File: src/rtl/imem_loader.sv
// imem_loader: loads the core's instruction memory from a byte stream.
// Stream: len[7:0], len[15:8], words (little-endian), XOR checksum byte.
//
// Ports:
//   clk, rst          clock; synchronous active-low reset
//   start             one-cycle request to begin a load
//   in_valid/in_data  byte source
//   in_ready          byte accepted this cycle (combinational)
//   mem_we/addr/wdata instruction-memory write port, one pulse per word
//   cpu_rst_n         active-low reset to the core
//   busy/done/err     load status (done/err sticky until next start)
//   words_loaded      words written in the current/last load
module imem_loader #(
    parameter int          DEPTH     = 1024,
    parameter logic [31:0] BASE_ADDR = 32'h0000_0000
) (
    input  logic        clk,
    input  logic        rst,
    input  logic        start,
    input  logic        in_valid,
    input  logic [7:0]  in_data,
    output logic        in_ready,
    output logic        mem_we,
    output logic [31:0] mem_addr,
    output logic [31:0] mem_wdata,
    output logic        cpu_rst_n,
    output logic        busy,
    output logic        done,
    output logic        err,
    output logic [15:0] words_loaded
);

    localparam logic [2:0] S_IDLE = 3'd0;
    localparam logic [2:0] S_LEN0 = 3'd1;
    localparam logic [2:0] S_LEN1 = 3'd2;
    localparam logic [2:0] S_DATA = 3'd3;
    localparam logic [2:0] S_CSUM = 3'd4;
    localparam logic [2:0] S_DONE = 3'd5;
    localparam logic [2:0] S_ERR  = 3'd6;

    localparam logic [16:0] DEPTH_W = 17'(DEPTH);

    logic [2:0]  state_q, state_d;
    logic        mem_we_q, mem_we_d;
    logic [31:0] mem_addr_q, mem_addr_d;
    logic [31:0] mem_wdata_q, mem_wdata_d;
    logic        cpu_rst_n_q, cpu_rst_n_d;
    logic        busy_q, busy_d;
    logic        done_q, done_d;
    logic        err_q, err_d;
    logic [15:0] words_q, words_d;
    logic [15:0] len_q, len_d;
    logic [1:0]  lane_q, lane_d;
    logic [7:0]  csum_q, csum_d;
    logic [23:0] word_q, word_d;

    logic        accept;
    logic [15:0] len_full;
    logic [15:0] words_inc;

    assign in_ready = (state_q == S_LEN0) || (state_q == S_LEN1) ||
                      (state_q == S_DATA) || (state_q == S_CSUM);
    assign accept    = in_valid && in_ready;
    assign len_full  = {in_data, len_q[7:0]};
    assign words_inc = words_q + 16'd1;

    always_comb begin
        state_d     = state_q;
        mem_we_d    = 1'b0;
        mem_addr_d  = mem_addr_q;
        mem_wdata_d = mem_wdata_q;
        cpu_rst_n_d = cpu_rst_n_q;
        busy_d      = busy_q;
        done_d      = done_q;
        err_d       = err_q;
        words_d     = words_q;
        len_d       = len_q;
        lane_d      = lane_q;
        csum_d      = csum_q;
        word_d      = word_q;

        case (state_q)
            S_IDLE, S_DONE, S_ERR: begin
                // Core runs in IDLE/DONE; ERR keeps it held.
                cpu_rst_n_d = (state_q != S_ERR);
                if (start) begin
                    state_d     = S_LEN0;
                    busy_d      = 1'b1;
                    done_d      = 1'b0;
                    err_d       = 1'b0;
                    cpu_rst_n_d = 1'b0;
                    words_d     = 16'd0;
                    csum_d      = 8'd0;
                    lane_d      = 2'd0;
                end
            end
            S_LEN0: begin
                if (accept) begin
                    len_d   = {8'd0, in_data};
                    state_d = S_LEN1;
                end
            end
            S_LEN1: begin
                if (accept) begin
                    len_d = len_full;
                    if ({1'b0, len_full} > DEPTH_W) begin
                        state_d = S_ERR;
                        busy_d  = 1'b0;
                        err_d   = 1'b1;
                    end else if (len_full == 16'd0) begin
                        state_d = S_CSUM;
                    end else begin
                        state_d = S_DATA;
                    end
                end
            end
            S_DATA: begin
                if (accept) begin
                    csum_d = csum_q ^ in_data;
                    case (lane_q)
                        2'd0: word_d[7:0]   = in_data;
                        2'd1: word_d[15:8]  = in_data;
                        2'd2: word_d[23:16] = in_data;
                        default: begin
                            // Word complete: address from pre-increment count.
                            mem_we_d    = 1'b1;
                            mem_addr_d  = BASE_ADDR +
                                          {14'd0, words_q, 2'b00};
                            mem_wdata_d = {in_data, word_q};
                            words_d     = words_inc;
                            if (words_inc == len_q) begin
                                state_d = S_CSUM;
                            end
                        end
                    endcase
                    lane_d = lane_q + 2'd1;
                end
            end
            S_CSUM: begin
                if (accept) begin
                    busy_d = 1'b0;
                    if (in_data == csum_q) begin
                        state_d = S_DONE;
                        done_d  = 1'b1;
                    end else begin
                        state_d = S_ERR;
                        err_d   = 1'b1;
                    end
                end
            end
            default: begin
                state_d = S_IDLE;
            end
        endcase
    end

    always_ff @(posedge clk) begin
        if (!rst) begin
            state_q     <= S_IDLE;
            mem_we_q    <= 1'b0;
            mem_addr_q  <= 32'd0;
            mem_wdata_q <= 32'd0;
            cpu_rst_n_q <= 1'b0;
            busy_q      <= 1'b0;
            done_q      <= 1'b0;
            err_q       <= 1'b0;
            words_q     <= 16'd0;
            len_q       <= 16'd0;
            lane_q      <= 2'd0;
            csum_q      <= 8'd0;
            word_q      <= 24'd0;
        end else begin
            state_q     <= state_d;
            mem_we_q    <= mem_we_d;
            mem_addr_q  <= mem_addr_d;
            mem_wdata_q <= mem_wdata_d;
            cpu_rst_n_q <= cpu_rst_n_d;
            busy_q      <= busy_d;
            done_q      <= done_d;
            err_q       <= err_d;
            words_q     <= words_d;
            len_q       <= len_d;
            lane_q      <= lane_d;
            csum_q      <= csum_d;
            word_q      <= word_d;
        end
    end

    assign mem_we       = mem_we_q;
    assign mem_addr     = mem_addr_q;
    assign mem_wdata    = mem_wdata_q;
    assign cpu_rst_n    = cpu_rst_n_q;
    assign busy         = busy_q;
    assign done         = done_q;
    assign err          = err_q;
    assign words_loaded = words_q;

endmodule
File: config.mk
export PLATFORM = sky130hd
export DESIGN_NAME = imem_loader
export DESIGN_NICKNAME = d
export VERILOG_FILES = /design/src/rtl/imem_loader.sv
export SDC_FILE = /design/constraint.sdc
export NUM_CORES = 1
export LEC_CHECK = 0
export CAP_MARGIN = 10
export CELL_PAD_IN_SITES_DETAIL_PLACEMENT = 1
export CELL_PAD_IN_SITES_GLOBAL_PLACEMENT = 1
export CORE_ASPECT_RATIO = 1.75
export CORE_MARGIN = 2
export CORE_UTILIZATION = 43
export DETAILED_ROUTE_END_ITERATION = 16
export PLACE_DENSITY_LB_ADDON = 0.1
export SKIP_CTS_REPAIR_TIMING = 1
export SYNTH_ARGS = -nofsm -noshare
export SYNTH_HDL_FRONTEND = slang
export SYNTH_SLANG_ARGS = --single-unit
File: constraint.sdc
create_clock -name clk -period 4.1 [get_ports clk]
set_clock_uncertainty 0.05 [all_clocks]
set_input_delay 0.82 -clock clk [delete_from_list [all_inputs] [get_ports clk]]
set_output_delay 0.82 -clock clk [all_outputs]
set_load 0.01 [all_outputs]
==> impl_metrics.yaml <==
min_path:
  worst_hold_startpoint: "mem_addr[5]"
  worstHoldEndpoint: "mem_addr[5]"
  hold_depth: 2
  holdCritPathClass: "flip-flop to flip-flop"
cts:
  clock_latency_ns: 0.42
  cts-buffers-inserted: 17
  clock_path_buffers: 2
  cts_tree: "built"
  htreeDepth: 4
  ctsRootBufferMaster: "clkbuf_16"
  path_clk_slew_ns: 0.06
  numClockSinks: 122
sta:
  finalSetupViolCount: 0
  rsz0062_at_grt: "no"
  fmax_ghz: 0.334
  fin_crit_sh_pct: 73.1
  drv_slew: 0
  setup_ws_ns: 1.10
  tns_ns: 0
  min_period_ns: 3.00
  maxSlewHeadroom_pct: 34.3
  finalHoldViolations: 0
  worstMarginPinSlew_ns: 0.986
global_routing:
  grt_pass1_vias: 5800
  grt_max_degree: 123
  grt_remaining_overflow: 0
  track_usage_pct: 24.6
  grt_pass1_wl_mm: 28.9
  antenna_found_initial: 0
logic_synthesis:
  netlist_area_um2: 5990
  synth_common_cells: "nand2_1 (168), dfxtp_1 (122), a21boi_0 (84)"
  synth_compound_area_share_pct: 19.5
  synthXorXnorAreaFrac_pct: 4.68
  synth_cell_types: 56
  yosysMostFrequentCell: "nand2_1"
  synth-simple-area-share_pct: 24.3
  async_reset_ff_share_pct: 0
  syn_inst: 753
  yosysTopAreaCell: "dfxtp_1"
  synth_area_leaders: "dfxtp_1 (41%), a21boi_0 (11%), nand2_1 (11%)"
  synthFlopType: "dfxtp_1"
  synth-seq-area-share_pct: 40.8
  synthMuxAreaShare_pct: 2.36
  synth_top_area_share_pct: 40.8
  synth-seq-cells: 122
  synth_edf_count: 0
  synthAdderAreaFrac_pct: 1.04
  avgSynthCellArea_um2: 7.95
  synth_top_family_by_area: "simple AND/OR/NAND/NOR gates"
  ys_warn_count: 0
layout:
  drive_gt1_share_pct: 6.67
  ff_latch_area_um2: 2440
  multi_input_area_um2: 3170
  fillers: 1674
  area_delta_synth_final_pct: 22.3
  n_antenna_cell: 0
  nets: 814
critical_path:
  regToRegEndpoint: "words_loaded[2]"
  r2r-start: "state_q[1]"
  cp.required_ns: 3.23
  reg2reg_slack_ns: 1.16
  crit_fanout: 20
  cp-start-kind: "flip-flop"
  end_kind: "output port"
  r2r_cells: 7
  crit_type: "flip-flop to output port"
  worst-endpoint-arrival_ns: 2.13
power:
  combPwrFrac_pct: 17.4
  intPower_mw: 2.30
  switchingPower_mw: 1.03
  seq_power_share_pct: 39.4
  powerDensity_nw_per_um2: 455
  clockPowerShare_pct: 43.2
  p_sw_share_pct: 31.0
  p_leak_nw: 2.45
  p_total_mw: 3.33
  ir_drop_mv: 0.300
die:
  dieArea_um2: 14900
  die_y_um: 160
  chipWidth_um: 93.2
  core_area_um2: 13800
  rows: 57
  start_util_pct: 43.5
  ios: 98
route:
  dr_total_vias: 5429
  wire_per_inst_um: 17.7
  drt-vias-per-instance: 5.50
  drc: 0
  drt_iter0_markers: 177
  drt_wl_total_mm: 17.5
  drt_first_pass_iters: 4
  ant_nets: 0
run:
  max_cap_violations: 0
outcome:
  status: "complete, no violations"
placement:
  port_buffers: 81
  place_hpwl_mm: 12.0
  gp_congestion: 0.847
  dp_slack_ns: 0.917
power groups by stage:
| stage | clock (mW) | sequential (mW) | combinational [mW] |
|---|---|---|---|
| 4_1_cts | 1.46 | 1.31 | 0.578 |
| 6_report | 1.44 | 1.31 | 0.580 |
| 3_5_place_dp | 0 | 1.34 | 0.572 |
| 2_1_floorplan | 0 | 1.29 | 0.440 |
| 5_1_grt | 1.52 | 1.32 | 0.636 |
| 3_3_place_gp | 0 | 1.33 | 0.548 |
kinds of logic after synthesis:
family	Yosys count
simple gates	320
compound gates	171
flops	122
buf+inv	88
xor+xnor	32
mux	14
fa+ha+maj	5
other cells	1
cell usage in the layout (no fill, tap or decap), types with 16 or more instances in the layout:
cell type and count:
o21ai_0 44, a21boi_0 84, xnor2_1 22, nor2b_1 18
conb_1 16, clkbuf_16 17, nand2_1 167, nand3_1 44
nor2_1 31, dfxtp_1 122, clkdlybuf4s50_1 80
worst max-delay path by stage:
stage,startpoint,slack [ns],depth (start not counted),end
finish,state_q[0],1.10,3,in_ready
global route,state_q[1],0.91,7,words_loaded[2]
CTS,state_q[0],1.08,3,in_ready
detailed placement,in_valid,0.92,7,words_loaded[5]
global placement,in_valid,1.00,8,words_loaded[2]
floorplan,start,1.93,6,state_q[2]
worst max-delay path, stage by stage, from the launching register on:
cell	delay, ns
dfxtp_1	0.72
nor2_1	0.18
xnor2_1	0.23
clkdlybuf4s50_1	0.57
metrics by stage:
stage	area, um2	hold slack, ns	util [%]	std cells
floorplan	6040	0.391	-	768
global placement	6760	0.399	49.1	955
detailed placement	6760	0.408	49.1	955
CTS	7320	0.417	53.2	987
global route	7320	0.438	53.2	987
finish	7320	0.412	53.2	987
state kept, by name, summed over array words and instances (netlist names):
signal	flops
busy	1
cpu_rst_n	1
csum_q	8
done	1
err	1
lane_q	2
len_q	16
mem_addr	16
mem_wdata	32
mem_we	1
state_q	3
word_q	24
words_loaded	16
per-layer routing:
metal  track usage, %  routed length (um)  up-vias  part of all wire (%)
li1                 -                   -     2604                     -
met1             25.6                6760     2639                    39
met2             45.9                9560      130                    55
met3             3.58                 447       56                   2.6
met4             13.7                 755        0                   4.3
met5                0                   0        -                     0
layout make-up:
| type | instances | share of cell area [%] |
|---|---|---|
| flip-flops and latches | 122 | 33.4 |
| inverters | 6 | 0.308 |
| clock inverters | 15 | 1.91 |
| repair buffers | 92 | 12.3 |
| well taps | 177 | 3.02 |
| multi-input cells | 558 | 43.3 |
| clock buffers | 17 | 5.81 |
Power figures use the tool's default switching activity.
==> variant 1 (same settings) <==
`word_q` no longer has a reset.
--- a/src/rtl/imem_loader.sv
+++ b/src/rtl/imem_loader.sv
@@ -168,7 +168,6 @@
             len_q       <= 16'd0;
             lane_q      <= 2'd0;
             csum_q      <= 8'd0;
-            word_q      <= 24'd0;
         end else begin
             state_q     <= state_d;
             mem_we_q    <= mem_we_d;
@@ -182,8 +181,11 @@
             len_q       <= len_d;
             lane_q      <= lane_d;
             csum_q      <= csum_d;
-            word_q      <= word_d;
         end
+    end
+
+    always_ff @(posedge clk) begin
+        word_q <= word_d;
     end
 
     assign mem_we       = mem_we_q;
Formal check against the unedited RTL: same outputs for any inputs over 10 cycles, from zero or initial values and one cycle with rst low; that may be too few to reach the edited logic, so the function may still have changed.
==> variant 1 against the original RTL <==
Cell area shrank 1.8%. Wire length shrank 2.0%. Setup slack lost 0.0048 ns. Sequential cell count is the same. Synthesized cell count shrank 10%. Total power grew 5.1%. Critical path depth is the same. Final cell count shrank 6.9%. Sequential power grew 4%. Non-clock buffer count grew 5. Synthesized area shrank 4.2%. Combinational power grew 10%. Via count shrank 6.7%. Critical path type unchanged. Highest routed layer unchanged.
==> variant 1: results (changes against the original RTL) <==
Drt
  – Via count: 5,063 (-6.7%)
  – WL per Instance: 18.7 um (+5.2%)
  – Iteration-0 DRC Markers: 227 (+28%)
  – Total Routed Length: 17.2 mm (-2.0%)
  – Drt pass-1 iters: 4 (unchanged)

Global routing
  – First-pass GRT wire length: 27.5 mm (-4.9%)
  – Initial antenna violation count: 0 (unchanged)
  – Vias in the first global route: 5,273 (-9.1%)
  – Largest net degree at the start of global routing: 36 (-71%)
  – All-layer global routing usage: 24.5% (-0.13 points)

Layout
  – Fillers: 1,520 (-9.2%)
  – Nets: 752 (-7.6%)
  – Share of cells above drive strength 1: 8.16% (+1.5 points)
  – Max reg flops: 32 (unchanged)
  – # diodes: 0 (unchanged)

Placed design
  – Post-DP HPWL: 12.2 mm (+1.8%)
  – Final GP Congestion: 0.882 (+4.2%)
  – Placed cells: 887 (-7.1%)

Synthesis
  – Sequential area share after synthesis: 46.8% (+6.0 points)
  – Distinct cells, synth: 61 (+8.9%)
  – Mapped Avg Cell Area: 8.50 sq um (+6.9%)
  – Synth cell count leaders: nand2_1 (128), dfxtp_1 (98), a21oi_1 (78), nor2_1 (57), clkbuf_1 (39)
  – Synth area leaders: dfxtp_1 (34%), edfxtp_1 (13%), nand2_1 (8.4%)
  – Post-synth EDFFs: 24 (+24)

Clock network
  – Htree depth: 4 (unchanged)
  – Clock slew at reported path FFs: 0.06 ns (about the same)
  – Root Driver: clkbuf_16
  – CTS Buf Count: 17 (unchanged)

Setup path
  – RR Startpoint: state_q[0]
  – Worst r2r dst: mem_wdata[22]
  – Cells on worst reg2reg path: 5 (-2)
  – Worst setup path category: reg -> out
  – Arrival time at the worst endpoint: 2.13 ns (about the same)
  – FF-to-FF setup slack: 1.29 ns (+0.13 ns)
  – Worst Path Max Fanout: 24 (+20%)

Power
  – Leakage Power: 2.53 nW (+3.2%)
  – Internal power: 2.42 mW (+5.4%)
  – Maximum resistive drop on vdd: 0.345 mV (+15%)

STA
  – Rel. slew slack: 35.2% (+0.95 points)

Run status
  – Status: complete, no violations
## variant 1: cells by family (layout without fill, tap and decap cells)
kind of cell	Yosys count	in the layout	synth area share [%]
DFF	122	122	46.8
other	1	16	0.0654
adders and majority gates	5	5	1.09
buffers and inverters	78	136	6.48
xor gates and xnor gates	31	31	4.73
and+or+nand+nor	271	271	22.9
AOI/OAI and AO/OA	153	153	15.5
muxes	14	14	2.46
## variant 1: critical path, stage by stage, from the launching register on
cell,delay [ns]
dfxtp_1,0.81
nor2_1,0.18
xnor2_1,0.17
clkdlybuf4s50_1,0.56
## variant 1: worst min path at each step
| stage | startpoint | slack, ns | cells past startpoint | to |
|---|---|---|---|---|
| after floorplan | csum_q[7] | 0.42 | 2 | csum_q[7] |
| after global placement | mem_addr[5] | 0.39 | 2 | mem_addr[5] |
| after detailed placement | mem_wdata[6] | 0.40 | 2 | mem_wdata[6] |
| after CTS | mem_wdata[6] | 0.41 | 2 | mem_wdata[6] |
| after global routing | mem_wdata[1] | 0.44 | 2 | mem_wdata[1] |
| final | mem_wdata[6] | 0.40 | 2 | mem_wdata[6] |
## variant 1: layer usage
layer,track usage (%),routed length (um),share of wire (%)
met5,0,0,0
met4,12.0,610,3.6
met3,3.66,518,3.0
met2,45.1,9270,54
met1,27.2,6760,39
## variant 1: power by group through the flow
stage,Combinational [mW],Sequential (mW),Clock (mW)
global route,0.693,1.37,1.58
global placement,0.609,1.38,0
detailed placement,0.632,1.38,0
finish,0.639,1.36,1.51
floorplan,0.486,1.33,0
CTS,0.639,1.36,1.52
## variant 1: through the flow
| stage | instance area [sq um] | setup slack, ns |
|---|---|---|
| after floorplan | 5790 | 1.69 |
| after global placement | 6600 | 0.922 |
| after detailed placement | 6600 | 0.803 |
| after CTS | 7190 | 1.10 |
| after global routing | 7190 | 0.995 |
| final | 7190 | 1.10 |
## variant 1: layout make-up
type	instances	area (sq um)	area share [%]
Clock inverter	14	145	2.02
Clock buffer	18	450	6.26
Timing Repair Buffer	97	931	12.9
Multi-Input combinational cell	490	2740	38.1
Sequential cell	122	2680	37.3
Tap cell	171	214	2.97
Inverter	7	26.3	0.365
==> variant 2 (same settings) <==
Without the edit above. Set the parameter `DEPTH` to 512 (it was 1024).
--- a/src/rtl/imem_loader.sv
+++ b/src/rtl/imem_loader.sv
@@ -11,7 +11,7 @@
 //   busy/done/err     load status (done/err sticky until next start)
 //   words_loaded      words written in the current/last load
 module imem_loader #(
-    parameter int          DEPTH     = 1024,
+    parameter int          DEPTH     = 512,
     parameter logic [31:0] BASE_ADDR = 32'h0000_0000
 ) (
     input  logic        clk,
Behaviour: not the same (a bounded check fails within 4 cycles, from zero or initial values and one cycle with rst low).
==> variant 2 against the original RTL <==
Fmax is 1.4% higher. Die area hardly changed. Total power is 4.4% higher. Count of clock-buffer cells in the layout is 1 higher. Synthesized area hardly changed. Wire length is 5.0% higher. Cell area is 1.2% higher. Sequential cell count stayed put. Sequential share of layout area is 0.40 points lower. Setup slack better by 0.040 ns.
==> variant 2: results (changes against the original RTL) <==
Run status
  – Status: complete, no violations

Power
  – Leakage Power: 2.52 nW (+3.0%)
  – Maximum resistive drop on vdd: 0.277 mV (-7.8%)

Global routing
  – Vias in the first global route: 5,960 (+2.8%)
  – All-layer global routing usage: 25.5% (+0.84 points)
  – Initial antenna violation count: 0 (unchanged)
  – Largest net degree at the start of global routing: 80 (-35%)
  – First-pass GRT wire length: 30.0 mm (+3.5%)

Synthesis
  – Synth cell count leaders: nand2_1 (169), dfxtp_1 (122), a21boi_0 (97), clkbuf_1 (47), nand3_1 (33)
  – Distinct cells, synth: 60 (+7.1%)
  – Mapped Cells: 744 (-1.2%)
  – Asr flop ratio synth: 0% (unchanged)
  – Ys Warns: 0 (unchanged)
  – Main synth FF type: dfxtp_1
  – Sequential area share after synthesis: 40.8% (about the same)
  – Synth area leaders: dfxtp_1 (41%), a21boi_0 (12%), nand2_1 (11%)

Placed design
  – Final GP Congestion: 0.861 (+1.6%)
  – Placed cells: 955 (unchanged)
  – I/O Buffers: 81 (unchanged)
  – Post-DP HPWL: 12.9 mm (+7.4%)

Layout
  – Max reg flops: 32 (unchanged)
  – Nets: 814 (unchanged)
  – Share of cells above drive strength 1: 7.28% (+0.62 points)
  – # diodes: 0 (unchanged)
  – Fillers: 1,650 (-1.4%)
  – Non-filler cells, final: 987 (unchanged)

Clock network
  – Root Driver: clkbuf_16
  – CTS Buf Count: 17 (unchanged)
  – Worst-Skew Late Latency: 0.42 ns (about the same)
  – CTS Buffer Depth: 2 (unchanged)
  – Clock slew at reported path FFs: 0.06 ns (about the same)
  – Htree depth: 4 (unchanged)

Drt
  – Total Routed Length: 18.4 mm (+5.0%)
  – Iteration-0 DRC Markers: 184 (+4.0%)
  – Via count: 5,584 (+2.9%)
  – Drt pass-1 iters: 4 (unchanged)

Setup path
  – Worst Path Max Fanout: 23 (+15%)
  – Arrival time at the worst endpoint: 2.09 ns (-0.04 ns)

STA
  – Slew @ Worst Pin: 0.990 ns (+0.00454 ns)

Hold path
  – Hold Crit Class: reg -> reg
variant 2: layer usage:
| metal | routed length, um | global-route usage (%) | vias up |
|---|---|---|---|
| met5 | 0 | 0 | - |
| li1 | - | - | 2626 |
| met1 | 6810 | 25.6 | 2739 |
| met3 | 553 | 4.62 | 69 |
| met2 | 10100 | 47.4 | 150 |
| met4 | 910 | 14.9 | 0 |
variant 2: final timing paths:
kind / end / slack [ns] / start / cells after the start
setup / recovery: in_ready / 1.14 / state_q[0] / 3
hold / removal: mem_wdata[18] / 0.41 / mem_wdata[18] / 2
setup reg to reg: word_q[19] / 1.17 / state_q[0] / 6
hold reg to reg: mem_wdata[18] / 0.41 / mem_wdata[18] / 2
variant 2: report_power, final:
part | total [mW] | internal [mW] | switching (mW)
combinational | 0.686 | 0.256 | 0.430
sequential | 1.33 | 1.24 | 0.0919
clock | 1.46 | 0.861 | 0.602
total | 3.48 | 2.35 | 1.12
variant 2: through the flow:
| stage | area [sq um] | utilization, % | setup WS (ns) |
|---|---|---|---|
| floorplan | 6050 | - | 1.66 |
| global placement | 6840 | 49.7 | 0.973 |
| detailed placement | 6840 | 49.7 | 0.816 |
| CTS | 7410 | 53.8 | 1.14 |
| global route | 7410 | 53.8 | 0.885 |
| finish | 7410 | 53.8 | 1.14 |
variant 2: cell families after synthesis:
kind of cell / after synthesis / synth area share (%)
XOR/XNOR: 27 / 4.20
AND/OR/NAND/NOR: 318 / 25.1
other: 1 / 0.0626
buffers and inverters: 83 / 6.43
flip-flops: 122 / 40.8
adder cells (fa/ha/maj): 5 / 1.04
AO/OA/AOI/OAI: 183 / 21.5
multiplexers: 5 / 0.835
variant 2: cell type report:
class,count,area share [%]
Multi-Input combinational cell,554,43.6
Sequential cell,122,33.0
Timing Repair Buffer,93,12.3
Clock buffer,18,5.93
Tap cell,177,2.99
Clock inverter,14,1.84
Inverter,9,0.456
variant 2: critical path, stage by stage (launching register included):
cell	delay (ns)
dfxtp_1	0.83
nor2_1	0.11
xnor2_1	0.16
clkdlybuf4s50_1	0.56
